$ cat src/rtl/serial_tx_pkg.sv
// rtl/serial_tx_pkg.sv - shared state encoding and line levels for the serial transmitter
package serial_tx_pkg;

   typedef enum logic [2:0] {IDLE, START, DATA, PARITY, STOP} tx_state_t;

   localparam logic LINE_IDLE = 1'b1;
   localparam logic START_BIT = 1'b0;

endpackage

$ cat src/rtl/bit_timer.sv
// rtl/bit_timer.sv - free-running bit-period counter with a one-cycle wrap tick
module bit_timer #(
   parameter int CLKS_PER_BIT = 4
) (
   input  logic clk,
   input  logic rst_b,
   input  logic clr,
   output logic wrap
);

   localparam int W = (CLKS_PER_BIT > 1) ? $clog2(CLKS_PER_BIT) : 1;
   localparam logic [W-1:0] LAST = W'(CLKS_PER_BIT - 1);

   logic [W-1:0] cnt;

   assign wrap = !clr && (cnt == LAST);

   always_ff @(posedge clk or negedge rst_b) begin
      if (!rst_b)
         cnt <= '0;
      else if (clr || wrap)
         cnt <= '0;
      else
         cnt <= cnt + 1'b1;
   end

endmodule

$ cat src/rtl/serial_bit_tx.sv
// rtl/serial_bit_tx.sv - framed parallel-to-serial transmitter (start, LSB-first data, parity, stop)
module serial_bit_tx
   import serial_tx_pkg::*;
#(
   parameter int DATA_W       = 8,
   parameter int CLKS_PER_BIT = 4,
   parameter int PARITY_EN    = 1,
   parameter int PARITY_ODD   = 0,
   parameter int STOP_BITS    = 1
) (
   input  logic              clk,
   input  logic              rst_b,
   input  logic [DATA_W-1:0] tx_data,
   input  logic              tx_valid,
   output logic              tx_ready,
   output logic              tx_line,
   output logic              busy,
   output logic              done
);

   localparam int IW = (DATA_W > 1) ? $clog2(DATA_W) : 1;
   localparam logic [IW-1:0] BIT_LAST  = IW'(DATA_W - 1);
   localparam logic          STOP_LAST = 1'(STOP_BITS - 1);

   tx_state_t         state, state_next;
   logic              wrap;
   logic              accept;
   logic              last_stop;
   logic [DATA_W-1:0] shreg, shreg_next;
   logic              parity_q, parity_next;
   logic              line_next;
   logic [IW-1:0]     bit_idx;
   logic              stop_idx;

   bit_timer #(.CLKS_PER_BIT(CLKS_PER_BIT)) u_timer (
      .clk   (clk),
      .rst_b (rst_b),
      .clr   (state == IDLE),
      .wrap  (wrap)
   );

   assign last_stop = (state == STOP) && wrap && (stop_idx == STOP_LAST);
   assign accept    = tx_valid && tx_ready;

   always_ff @(posedge clk or negedge rst_b) begin
      if (!rst_b)
         state <= IDLE;
      else
         state <= state_next;
   end

   always_comb begin
      state_next = state;
      case (state)
         IDLE:    if (accept) state_next = START;
         START:   if (wrap) state_next = DATA;
         DATA:    if (wrap && bit_idx == BIT_LAST)
                     state_next = (PARITY_EN != 0) ? PARITY : STOP;
         PARITY:  if (wrap) state_next = STOP;
         STOP:    if (last_stop) state_next = accept ? START : IDLE;
         default: state_next = IDLE;
      endcase
   end

   // Ready in the final stop cycle lets the next frame start with no idle gap.
   always_comb begin
      tx_ready = rst_b && ((state == IDLE) || last_stop);
      busy     = (state != IDLE);
      done     = last_stop;
   end

   // The line is registered from the next state so it changes on the same edge as the FSM.
   always_comb begin
      shreg_next  = shreg;
      parity_next = parity_q;
      if (accept) begin
         shreg_next  = tx_data;
         parity_next = (^tx_data) ^ 1'(PARITY_ODD);
      end else if (state == DATA && wrap) begin
         shreg_next = shreg >> 1;
      end
      case (state_next)
         START:   line_next = START_BIT;
         DATA:    line_next = shreg_next[0];
         PARITY:  line_next = parity_next;
         default: line_next = LINE_IDLE;
      endcase
   end

   always_ff @(posedge clk or negedge rst_b) begin
      if (!rst_b) begin
         shreg    <= '0;
         parity_q <= 1'b0;
         tx_line  <= LINE_IDLE;
         bit_idx  <= '0;
         stop_idx <= 1'b0;
      end else begin
         shreg    <= shreg_next;
         parity_q <= parity_next;
         tx_line  <= line_next;
         if (state_next != state)
            bit_idx <= '0;
         else if (state == DATA && wrap)
            bit_idx <= bit_idx + 1'b1;
         if (state_next != state)
            stop_idx <= 1'b0;
         else if (state == STOP && wrap)
            stop_idx <= stop_idx + 1'b1;
      end
   end

endmodule

$ cat config.mk
export PLATFORM = sky130hd
export DESIGN_NAME = serial_bit_tx
export DESIGN_NICKNAME = d
export VERILOG_FILES = /design/src/rtl/serial_tx_pkg.sv /design/src/rtl/bit_timer.sv /design/src/rtl/serial_bit_tx.sv
export SDC_FILE = /design/constraint.sdc
export NUM_CORES = 1
export LEC_CHECK = 0
export BUFFER_PORTS_ARGS = -buffer_cell sky130_fd_sc_hd__buf_2
export CORE_ASPECT_RATIO = 0.8
export CORE_MARGIN = 1.5
export CORE_UTILIZATION = 45
export DETAILED_ROUTE_END_ITERATION = 7
export GPL_TIMING_DRIVEN = 0
export PLACE_DENSITY_LB_ADDON = 0.25
export SYNTH_ARGS = -nofsm -noshare
export SYNTH_HDL_FRONTEND = slang
export SYNTH_SLANG_ARGS = --single-unit
$ cat constraint.sdc
create_clock -name clk -period 1.9 [get_ports clk]
set_input_delay 0.38 -clock clk [delete_from_list [all_inputs] [get_ports clk]]
set_output_delay 0.38 -clock clk [all_outputs]
set_load 0.1 [all_outputs]
### Yosys cells after proc, flatten, opt, wreduce, memory -nomap -nowiden

Cells that the tools add are included.

* logic and storage cells: 54
* output and inout port bits: 4
* register bits: 19
* input bits: 11

* equal/unequal tests: 10
* bitwise gates (word level): 1
* $add $sub $neg: 3
* muxes and demuxes: 16
* reductions and logical operators: 16

Operator list (number)
* $mux 3: 7
* $mux 8: 2
* $pmux 3 s5: 1
* $eq 3x2->1 const B: 4
* $reduce_xor 8->1: 1
* $logic_and 1x1->1: 7
* $eq 3x1->1 const B: 2
* $eq 3x3->1 const B: 2
* $reduce_bool 2->1: 3
* $mux 1: 4
* $add 3x1->3 const B: 1
* $logic_not 3->1: 1
* $ne 3x3->1: 1
* $pmux 1 s3: 1
* $reduce_bool 3->1: 1
* $add 2x1->2 const B: 1
* $eq 2x2->1 const B: 1
* $logic_or 1x1->1: 2
* $mux 2: 1
* $add 1x1->1 const B: 1
* $logic_not 1->1: 1
* $not 1->1: 1

### Longest topological paths before layout

Gate-level depths: netlist of run 1.

* depth after elaboration: 13
* mapped depth: 7

### By module

Synthesis of run 1 repeated with hierarchy kept, for this count alone.

* cells, all modules: 98
* area, all modules: 1053.5 µm²

By module, submodules not included
* serial_bit_tx: cells each 92, seq. area each 426.7 µm², area each 967.2 µm², times used 1
* bit_timer: cells each 6, seq. area each 50.0 µm², area each 86.3 µm², times used 1

### Least setup slack after synthesis of run 1

Ideal clock, no wire load.

* path type: reg-to-output
* from: register u_timer.cnt[0]
* to: output port done
* slack: -0.293 ns
* required time: 1.520 ns
* cell stages (with the launch flop): 6
* buffers on the path: 1
* data arrival time: 1.813 ns
* cell sequence: dfrtp_1 -> ha_1 -> buf_6 -> inv_1 -> nor4_1 -> and2_1

* word-level cells in the longest chain between the ends: 4

Ends and longest elaborated chain
* from (decl): line bit_timer.sv:14 `logic [W-1:0] cnt;`
* from (signal assigned): line bit_timer.sv:24 `cnt <= cnt + 1'b1;`
* $eq 2x2->1: line bit_timer.sv:16 `assign wrap = !clr && (cnt == LAST);`
* $logic_and 1x1->1: line bit_timer.sv:16
* $logic_and 1x1->1 (2 in a row): line serial_bit_tx.sv:42 `assign last_stop = (state == STOP) && wrap && (stop_idx == STOP_LAST);`
* to (decl): line serial_bit_tx.sv:18 `output logic done`

No other way between the ends.

### Worst setup path after layout of run 1

Same ends and word-level chain as after synthesis.

==> out/summary.txt, run 1 <==
Final min period = 1.91 ns
DRT Pass-1 Iters = 6
status = complete, but fails checks
Setup-failing EPs final = 1
Critical Path Source = u_timer.cnt[0]
Worst VDD drop = 0.931 mV
routed wl met2 = 877 um
synth cell count leaders = 18 x dfrtp_1, 9 x xnor2_1, 6 x a21o_1, 6 x a22o_1, 6 x nand2_1
grt total ovfl = 0
hold_ws = -0.000434 ns
sw power = 0.768 mW
worst-case clock buffer depth = 2
gr usage total = 0.167
die area = 2520 um2
Rel. slew slack = 0.681
wire per inst = 13.5 um
Post-synth top flop = dfrtp_1
Buffers on Ports = 14
final net count = 131
Netlist cell types = 30
Int Pwr = 0.987 mW
final period utilization = 1.00
initial antenna violation count = 0
power consumption = 1.76 mW
Worst EP arrival = 1.53 ns
type of origin of the critical path = flop
Final WS setup = -0.00765 ns
Seq/Total Area, Yosys = 0.476
P_leak = 0.584 nW
Max Cap Viol = 0
sequential share of power = 0.376
H-tree levels = 1
Syn Area/Cell = 10.6 um2
switching share of power = 0.437
clock root cell = clkbuf_4
Sink Count = 19
Area growth syn-to-layout = 23.4%
Final Skew = 0.0144 ns
HPWL Detailed = 1350 um
Vias/cell = 5.64
clock share of power = 0.117
met3 WL = 66 um
PD cells = 1420 nW/um2
area share of the largest cell type after synthesis = 0.450
chip width = 55.7 um
Rows = 15
data required time at the worst endpoint = 1.52 ns
Yosys top cell by area = dfrtp_1
worst r2r src = u_timer.cnt[0]
# IOs = 15
layout cells sized above 1 = 0.310
RSZ-0062 raised after global routing = true
cts bufs inserted = 3
vias in the first global route = 696
setup TNS = -0.00765 ns
DRC viols = 0
CTS clk-pin slew, worst paths = 0.12 ns
CTS tree = yes
top routing layer in use = met4
Setup CP Type = flop to primary output
Setup crit end kind = primary output
warnings from Yosys = 0
synth top area cells = dfrtp_1 45%, xnor2_1 7.9%, a22o_1 5.2%, a21o_1 4.5%, mux2i_1 4.0%
async set-or-reset flop fraction in the synthesized netlist = 1.00
clk_lat worst skew = 0.30 ns
first-pass GRT wire length = 3190 um
Synth Cell Area = 1000 um2
post-synthesis cell count = 94
Vias = 795
Core Area = 2120 um2
failing checks = hold timing, setup timing
final RePlAce weighted congestion = 0.780
largest net degree at the start of global routing = 22
Worst Tran Pin Value = 0.482 ns
n_diodes = 0
worst hold-check path type = input pin to async pin
fin. max-slew vios = 0
crit path max fanout = 5
FILL cells = 185
syn nets = 108
Final Hold Viols = 1
Post-synth EDFFs = 0
Antenna Violating Nets Remaining = 0
M1 wire length = 947 um
Initial Util = 0.472
final wirelength = 1910 um
Comb power frac = 0.507
Iter 0 DRT Violations = 17
flops & latches, synth = 19
Max Clk Rate = 524 MHz
Post-Route Utilization = 0.582
most common cell in the netlist = dfrtp_1
Die Height = 45.2 um
==> area by class of cell <==
cell class	count	area [um2]	area share
sequential	19	478	0.387
multi-input combinational	67	522	0.422
tap	25	31.3	0.0253
timing repair buffer	19	140	0.113
inverter	4	20.0	0.0162
buffer	3	17.5	0.0142
clock buffer	4	26.3	0.0213
==> sequential cells by signal, summed over array words and instances, names as in the netlist <==
register	cells
parity_q	1
bit_idx	3
tx_line	1
stop_idx	1
shreg	8
state	3
u_timer.cnt	2
==> per-stage QoR <==
stage	setup WS (ns)	area [um2]	std cells
finish	-0.00765	1230	141
global route	-0.0870	1230	141
CTS	-0.00912	1220	140
detailed placement	-0.192	1100	133
global placement	-0.186	1100	133
floorplan	-0.0158	1000	94
==> routing by layer <==
layer,vias to the layer above,track usage
met1,399,0.231
met2,14,0.245
li1,380,-
met5,-,0
met3,2,0.0544
met4,0,0.0683
==> placed cells by master (no fill, tap or decap) <==
| cell type | netlist | routed |
|---|---|---|
| ha_4 | 0 | 1 |
| clkbuf_4 | 0 | 3 |
| xnor2_1 | 9 | 9 |
| nor3_1 | 4 | 4 |
| o21ai_2 | 0 | 1 |
| a21o_1 | 6 | 6 |
| buf_2 | 3 | 13 |
| and2_4 | 0 | 1 |
| o32ai_1 | 1 | 1 |
| dfrtp_2 | 0 | 1 |
| nand4b_1 | 1 | 1 |
| mux2i_1 | 4 | 4 |
| and3_4 | 0 | 1 |
| nor2b_1 | 1 | 1 |
| inv_1 | 4 | 3 |
| and3_1 | 2 | 1 |
| o2111a_1 | 1 | 1 |
| nand3_1 | 1 | 1 |
| dfstp_2 | 1 | 1 |
| nor4_4 | 0 | 1 |
| or2_2 | 1 | 1 |
| and2_1 | 2 | 1 |
| ha_1 | 3 | 2 |
| a21bo_2 | 1 | 1 |
| o22ai_1 | 1 | 1 |
| o21ai_0 | 3 | 2 |
| a22o_1 | 6 | 6 |
| buf_4 | 0 | 7 |
| a21oi_1 | 4 | 4 |
| buf_12 | 0 | 2 |
| nand2_1 | 6 | 6 |
| nand2b_1 | 2 | 2 |
| nand3b_1 | 1 | 1 |
| clkbuf_1 | 0 | 1 |
| inv_6 | 0 | 1 |
| and4bb_2 | 1 | 1 |
| o32a_1 | 1 | 1 |
| nor2_1 | 4 | 4 |
| dfrtp_1 | 18 | 17 |
==> path summary, 6_finish.rpt <==
kind                       endpoint  slack, ns  depth (start not counted)
setup / recovery               done     -0.008                          5
hold / removal             state[2]    -0.0004                          1
setup reg to reg           shreg[4]       0.15                          6
hold reg to reg            shreg[4]       0.49                          1
max in group asynchronous   tx_line       1.57                          1
min in group clk           shreg[7]       0.31                          3
==> power by group through the flow <==
| stage | clock (mW) | sequential [mW] | combinational (mW) |
|---|---|---|---|
| after global placement | 0 | 0.647 | 0.756 |
| after floorplan | 0 | 0.714 | 0.565 |
| after detailed placement | 0 | 0.659 | 0.770 |
| after global routing | 0.228 | 0.677 | 0.962 |
| final | 0.205 | 0.661 | 0.889 |
| after CTS | 0.218 | 0.653 | 0.869 |
==> logic make-up after synthesis <==
logic type | synth area share
and+or+nand+nor | 0.147
adders and majority gates | 0.0375
AOI/OAI and AO/OA | 0.179
xor gates and xnor gates | 0.0788
muxes | 0.0400
DFF | 0.476
buffers and inverters | 0.0412
==> worst max-delay path, stage by stage (launching register included) <==
cell and delay (ns):
dfrtp_1 0.41, ha_4 0.19, inv_6 0.05, nor4_4 0.23
and2_4 0.20, buf_12 0.16
==> what timing repair did <==
| item | in CTS | in global routing |
|---|---|---|
| setup buffers | 3 | 2 |
| pin swaps | 1 | 2 |
| endpoints found under the setup margin | 2 | 12 |
| resized for setup | 20 | 2 |
| hold buffers | 0 | 0 |
Power figures use the tool's default switching activity.
==> run 2, diff against run 1 <==
--- a/config.mk
+++ b/config.mk
@@ -7,11 +7,12 @@
 export LEC_CHECK = 0
 export BUFFER_PORTS_ARGS = -buffer_cell sky130_fd_sc_hd__buf_2
 export CORE_ASPECT_RATIO = 0.8
-export CORE_MARGIN = 1.5
 export CORE_UTILIZATION = 45
 export DETAILED_ROUTE_END_ITERATION = 7
 export GPL_TIMING_DRIVEN = 0
+export HOLD_SLACK_MARGIN = 0.06
 export PLACE_DENSITY_LB_ADDON = 0.25
 export SYNTH_ARGS = -nofsm -noshare
 export SYNTH_HDL_FRONTEND = slang
+export SYNTH_HIERARCHICAL = 1
 export SYNTH_SLANG_ARGS = --single-unit
==> run 2 against run 1 <==
- the flow finishes with violations (setup timing)
- first-iteration DRC count increased by 18%
- clock power about the same
- worst hold slack better by 0.32 ns
- cell count grew 13%
- combinational power increased by 33%
- highest routed layer unchanged
==> out/summary.txt, run 2 <==
status = complete, but fails checks
failing checks = setup timing
syn nets = 112
Final Hold Viols = 0
hold_ws = 0.315 ns
final period utilization = 1.14
Iter 0 DRT Violations = 20
Yosys top cell by area = dfrtp_1
Post-synth top flop = dfrtp_1
RSZ-0062 raised after global routing = true
Setup crit end kind = primary output
DRT Pass-1 Iters = 4
warnings from Yosys = 6
worst hold-check path type = input pin to flop
Top reg by flops = shreg
Synth Cell Area = 1050 um2
Final WS setup = -0.263 ns
cts bufs inserted = 3
Critical Path Source = state[0]
synth cell count leaders = 18 x dfrtp_1, 8 x xnor2_1, 7 x a21o_1, 7 x a22o_1
type of origin of the critical path = flop
Worst EP arrival = 1.78 ns
Buffers on Ports = 14
clock root cell = clkbuf_4
Initial Util = 0.484
# IOs = 15
CTS clk-pin slew, worst paths = 0.11 ns
Setup-failing EPs final = 16
setup TNS = -2.65 ns
Max Clk Rate = 462 MHz
initial antenna violation count = 0
largest net degree at the start of global routing = 19
CTS tree = yes
Netlist cell types = 32
top flop regs = shreg: 8 flops, bit_idx: 3 flops, state: 3 flops
crit path to = tx_ready
final net count = 150
layout cells sized above 1 = 0.489
R2R Setup Slk = -0.20 ns
leading cell type in the layout, fill and taps excluded = dfrtp_1
top routing layer in use = met4
Rows = 15
worst r2r src = state[0]
M1 wire length = 1090 um
first-pass GRT wire length = 3730 um
Final Skew = 0.0103 ns
clk_lat worst skew = 0.30 ns
FILL cells = 162
Vias/cell = 5.45
HPWL Detailed = 1430 um
fin. max-slew vios = 0
reg2reg path depth = 10
wire per inst = 15.1 um
most common cell in the netlist = dfrtp_1
Post-Route Utilization = 0.688
crit path max fanout = 4
most frequent cells in the layout = 17 x dfrtp_1, 16 x buf_4, 12 x buf_2, 7 x xnor2_1, 7 x a21o_1
P_leak = 0.698 nW
flops & latches, synth = 19
Final min period = 2.16 ns
PD cells = 1360 nW/um2
vias in the first global route = 799
grt total ovfl = 0
Max Cap Viol = 0
met3 WL = 108 um
n_diodes = 0
Area growth syn-to-layout = 42.2%
Vias = 872
post-synthesis cell count = 98
data required time at the worst endpoint = 1.52 ns
routed wl met2 = 1190 um
Worst VDD drop = 1.26 mV
Rel. slew slack = 0.422
async set-or-reset flop fraction in the synthesized netlist = 1.00
chip width = 56.1 um
Sink Count = 19
max FFs per register = 8
H-tree levels = 1
Setup CP Type = flop to primary output
Post-synth EDFFs = 0
Syn Area/Cell = 10.8 um2
gr usage total = 0.198
area share of the largest cell type after synthesis = 0.428
Antenna Violating Nets Remaining = 0
final wirelength = 2410 um
Die Height = 45.3 um
worst-case clock buffer depth = 2
die area = 2540 um2
DRC viols = 0
Core Area = 2180 um2
Seq/Total Area, Yosys = 0.452
final RePlAce weighted congestion = 0.811
Worst Tran Pin Value = 0.864 ns
synth top area cells = dfrtp_1 43%, xnor2_1 6.7%, a22o_1 5.8%, a21o_1 5.0%, mux2i_1 3.8%
worst reg2reg path endpoint = bit_idx[0]
-- run 2: cell count changes in the layout (fill, tap and decap cells not counted), sizes merged, moves of 2 or more --
cell         previous run  this run
dlygate4sd3             0         2
nor3                    4         6
nand2b                  2         4
buf                    22        36
-- run 2: how the worst min path moves through the flow --
stage / endpoint / start / depth (start not counted) / slack, ns
6_report: shreg[7] / tx_data[7] / 3 / 0.32
3_3_place_gp: u_timer/cnt[1] / rst_b / 1 / 0.35
4_1_cts: shreg[7] / tx_data[7] / 3 / 0.33
5_1_grt: shreg[7] / tx_data[7] / 3 / 0.31
2_1_floorplan: bit_idx[0] / rst_b / 0 / 0.08
3_5_place_dp: u_timer/cnt[1] / rst_b / 1 / 0.36
-- run 2: cell families after synthesis --
logic type,after synthesis,synth area share
buffers and inverters,8,0.0523
muxes,4,0.0380
DFF,19,0.452
and+or+nand+nor,32,0.173
xor gates and xnor gates,8,0.0665
AOI/OAI and AO/OA,24,0.182
adders and majority gates,3,0.0356
-- run 2: final cells by class --
class,instances,area [um2],share of cell area
Timing Repair Buffer,34,267,0.178
Inverter,3,13.8,0.00919
Multi-Input combinational cell,71,633,0.423
Sequential cell,19,478,0.319
Clock buffer,4,26.3,0.0175
Tap cell,25,31.3,0.0209
Buffer,4,48.8,0.0326
-- run 2: power by group --
group | switching, mW | total (mW) | internal (mW) | leakage (nW)
Clock | 0.121 | 0.202 | 0.0818 | 0.0150
Combinational | 0.643 | 1.18 | 0.536 | 0.445
Sequential | 0.0882 | 0.650 | 0.562 | 0.238
-- run 2: through the flow --
| step | instance area, um2 | instances | worst slack (ns) | total power [mW] |
|---|---|---|---|---|
| 6_report | 1500 | 160 | -0.263 | 2.03 |
| 5_1_grt | 1500 | 160 | -0.324 | 2.15 |
| 4_1_cts | 1380 | 152 | -0.362 | 1.83 |
| 3_5_place_dp | 1190 | 137 | -0.336 | 1.51 |
| 3_3_place_gp | 1190 | 137 | -0.322 | 1.48 |
| 2_1_floorplan | 1090 | 98 | -0.530 | 1.36 |
-- run 2: repair_timing --
| action | 4_1_cts | 5_1_grt |
|---|---|---|
| resized for setup | 19 | 15 |
| pin swaps | 4 | 7 |
| hold buffers | 2 | 0 |
| cloned | 1 | 0 |
| buffers inserted | 8 | 9 |
| hold endpoints to repair | 18 | 0 |
| endpoints found under the setup margin | 18 | 18 |
-- run 2: routing by layer --
metal / GRT usage / vias up
li1: - / 424
met1: 0.275 / 416
met2: 0.319 / 28
met3: 0.0516 / 4
met4: 0.0439 / 0
met5: 0 / -
-- run 2: worst max-delay path, cell delays in order, from the launching register on --
cell and delay (ns):
dfrtp_1 0.40, buf_6 0.12, or3_4 0.39, inv_4 0.07, nor2b_4 0.05, nand2b_4 0.08, nand2_4 0.05, and3_4 0.15
buf_12 0.16
==> run 3, diff against run 2 <==
--- a/config.mk
+++ b/config.mk
@@ -7,6 +7,7 @@
 export LEC_CHECK = 0
 export BUFFER_PORTS_ARGS = -buffer_cell sky130_fd_sc_hd__buf_2
 export CORE_ASPECT_RATIO = 0.8
+export CORE_MARGIN = 2
 export CORE_UTILIZATION = 45
 export DETAILED_ROUTE_END_ITERATION = 7
 export GPL_TIMING_DRIVEN = 0
@@ -14,5 +15,4 @@
 export PLACE_DENSITY_LB_ADDON = 0.25
 export SYNTH_ARGS = -nofsm -noshare
 export SYNTH_HDL_FRONTEND = slang
-export SYNTH_HIERARCHICAL = 1
 export SYNTH_SLANG_ARGS = --single-unit
==> run 3 against run 2 <==
- the run still ends with setup timing left
- combinational power down 27%
- non-clock buffer count fell by 15
- critical path depth fell by 3
- clock power up 6%
- count of clock-buffer cells in the layout down 1
- via count shrank 12%
- clock skew decreased by 0.0032 ns
- total power decreased by 15%
- worst setup slack better by 0.22 ns
- cell count shrank 11%
- flip-flop and latch count did not move
- register-to-register slack improved by 0.29 ns
- largest cell class unchanged
- largest power group unchanged
==> out/summary.txt, run 3 (same netlist as run 1, synthesis figures left out) <==
Setup crit end kind = primary output
Core Area = 2120 um2
switching share of power = 0.444
final period utilization = 1.02
clk_lat worst skew = 0.31 ns
Die Height = 46.2 um
DP Cell Count = 133
pre-CTS setup slack = -0.231 ns
Final Hold Viols = 0
Vias = 765
Final Skew = 0.00707 ns
worst hold stages = 3
n_diodes = 0
Buffers on Ports = 14
DRC viols = 0
# IOs = 15
cts bufs inserted = 3
fin. max-slew vios = 0
max FFs per register = 8
worst hold-check path type = input pin to flop
Final min period = 1.95 ns
vias in the first global route = 661
Comb power frac = 0.494
Antenna Violating Nets Remaining = 0
Setup-failing EPs final = 2
Top reg by flops = shreg
RSZ-0062 raised after global routing = true
chip width = 56.7 um
final RePlAce weighted congestion = 0.762
final net count = 132
HPWL Detailed = 1350 um
R2R Setup Slk = 0.09 ns
layout cells sized above 1 = 0.316
top flop regs = shreg: 8 flops, bit_idx: 3 flops, state: 3 flops
CTS clk-pin slew, worst paths = 0.12 ns
worst reg2reg path endpoint = shreg[5]
clock share of power = 0.124
sw power = 0.769 mW
Int Pwr = 0.965 mW
first-pass GRT wire length = 3100 um
sequential share of power = 0.382
power consumption = 1.73 mW
Vias/cell = 5.39
largest net degree at the start of global routing = 19
PD cells = 1390 nW/um2
die area = 2620 um2
most frequent cells in the layout = 17 x dfrtp_1, 14 x buf_2, 9 x xnor2_1
reg2reg path depth = 6
clock root cell = clkbuf_4
Max Cap Viol = 0
H-tree levels = 1
Non-Filler Instances = 142
Setup CP Type = flop to primary output
final wirelength = 1900 um
grt total ovfl = 0
FILL cells = 189
worst-case clock buffer depth = 2
initial antenna violation count = 0
P_leak = 0.593 nW
Worst EP arrival = 1.57 ns
type of origin of the critical path = flop
Worst Tran Pin Value = 0.801 ns
Rows = 15
CTS tree = yes
Sink Count = 19
Final WS setup = -0.0456 ns
Rel. slew slack = 0.466
Initial Util = 0.472
leading cell type in the layout, fill and taps excluded = dfrtp_1
WHS Endpoint = shreg[7]
DRT Pass-1 Iters = 4
failing checks = setup timing
wire per inst = 13.4 um
Hold Crit Start = tx_data[7]
crit path max fanout = 4
Area growth syn-to-layout = 24.9%
status = complete, but fails checks
gr usage total = 0.159
Iter 0 DRT Violations = 17
data required time at the worst endpoint = 1.52 ns
Max Clk Rate = 514 MHz
Worst VDD drop = 0.868 mV
worst r2r src = u_timer.cnt[0]
-- run 3: through the flow --
stage / hold WS, ns / util / setup TNS, ns / cell area [um2]
after floorplan: 0.0844 / - / -0.0158 / 1000
after detailed placement: 0.356 / 0.521 / -0.240 / 1100
after CTS: 0.309 / 0.586 / -0.170 / 1240
final: 0.303 / 0.589 / -0.0836 / 1250
after global placement: 0.348 / 0.521 / -0.184 / 1100
after global routing: 0.313 / 0.589 / -0.217 / 1250
-- run 3: worst max path at each step --
stage / from / to / slack, ns
after global routing: u_timer.cnt[0] / tx_ready / -0.11
after floorplan: u_timer.cnt[0] / done / -0.02
final: u_timer.cnt[0] / done / -0.05
after global placement: u_timer.cnt[0] / done / -0.18
after CTS: u_timer.cnt[0] / done / -0.09
after detailed placement: u_timer.cnt[0] / done / -0.23
-- run 3: final cells by class --
| class | count | area, um2 | share of cell area |
|---|---|---|---|
| multi-input combinational | 67 | 524 | 0.419 |
| sequential | 19 | 478 | 0.382 |
| timing repair buffer | 20 | 155 | 0.124 |
| tap | 25 | 31.3 | 0.0250 |
| clock buffer | 3 | 22.5 | 0.0180 |
| inverter | 4 | 18.8 | 0.0150 |
| buffer | 3 | 15.0 | 0.0120 |
| clock inverter | 1 | 5.00 | 0.00400 |
-- run 3: worst max-delay path, cell delays in order (launching register included) --
cell        delay [ns]
dfrtp_1           0.42
ha_4              0.17
clkinvlp_4        0.12
nor4_4            0.17
and2_4            0.20
buf_12            0.17
-- run 3: what timing repair did --
| item | 4_1_cts | 5_1_grt |
|---|---|---|
| pin swaps | 2 | 3 |
| endpoints found under the hold margin | 18 | 0 |
| gates resized for setup | 16 | 5 |
| endpoints found under the setup margin | 2 | 30 |
| hold buffers | 2 | 0 |
| setup buffers | 4 | 0 |
-- run 3: layer usage --
| layer | track usage | share of wire | up-vias |
|---|---|---|---|
| met2 | 0.256 | 0.44 | 11 |
| met5 | 0 | 0 | - |
| met1 | 0.210 | 0.51 | 370 |
| met4 | 0.0419 | 0.0074 | 0 |
| li1 | - | - | 382 |
| met3 | 0.0506 | 0.039 | 2 |
-- run 3: power groups by stage --
stage               Combinational [mW]  Sequential, mW  Clock (mW)
floorplan                        0.565           0.714           0
detailed placement               0.773           0.654           0
global placement                 0.756           0.647           0
CTS                              0.859           0.650       0.221
global route                     0.925           0.683       0.232
finish                           0.857           0.663       0.214
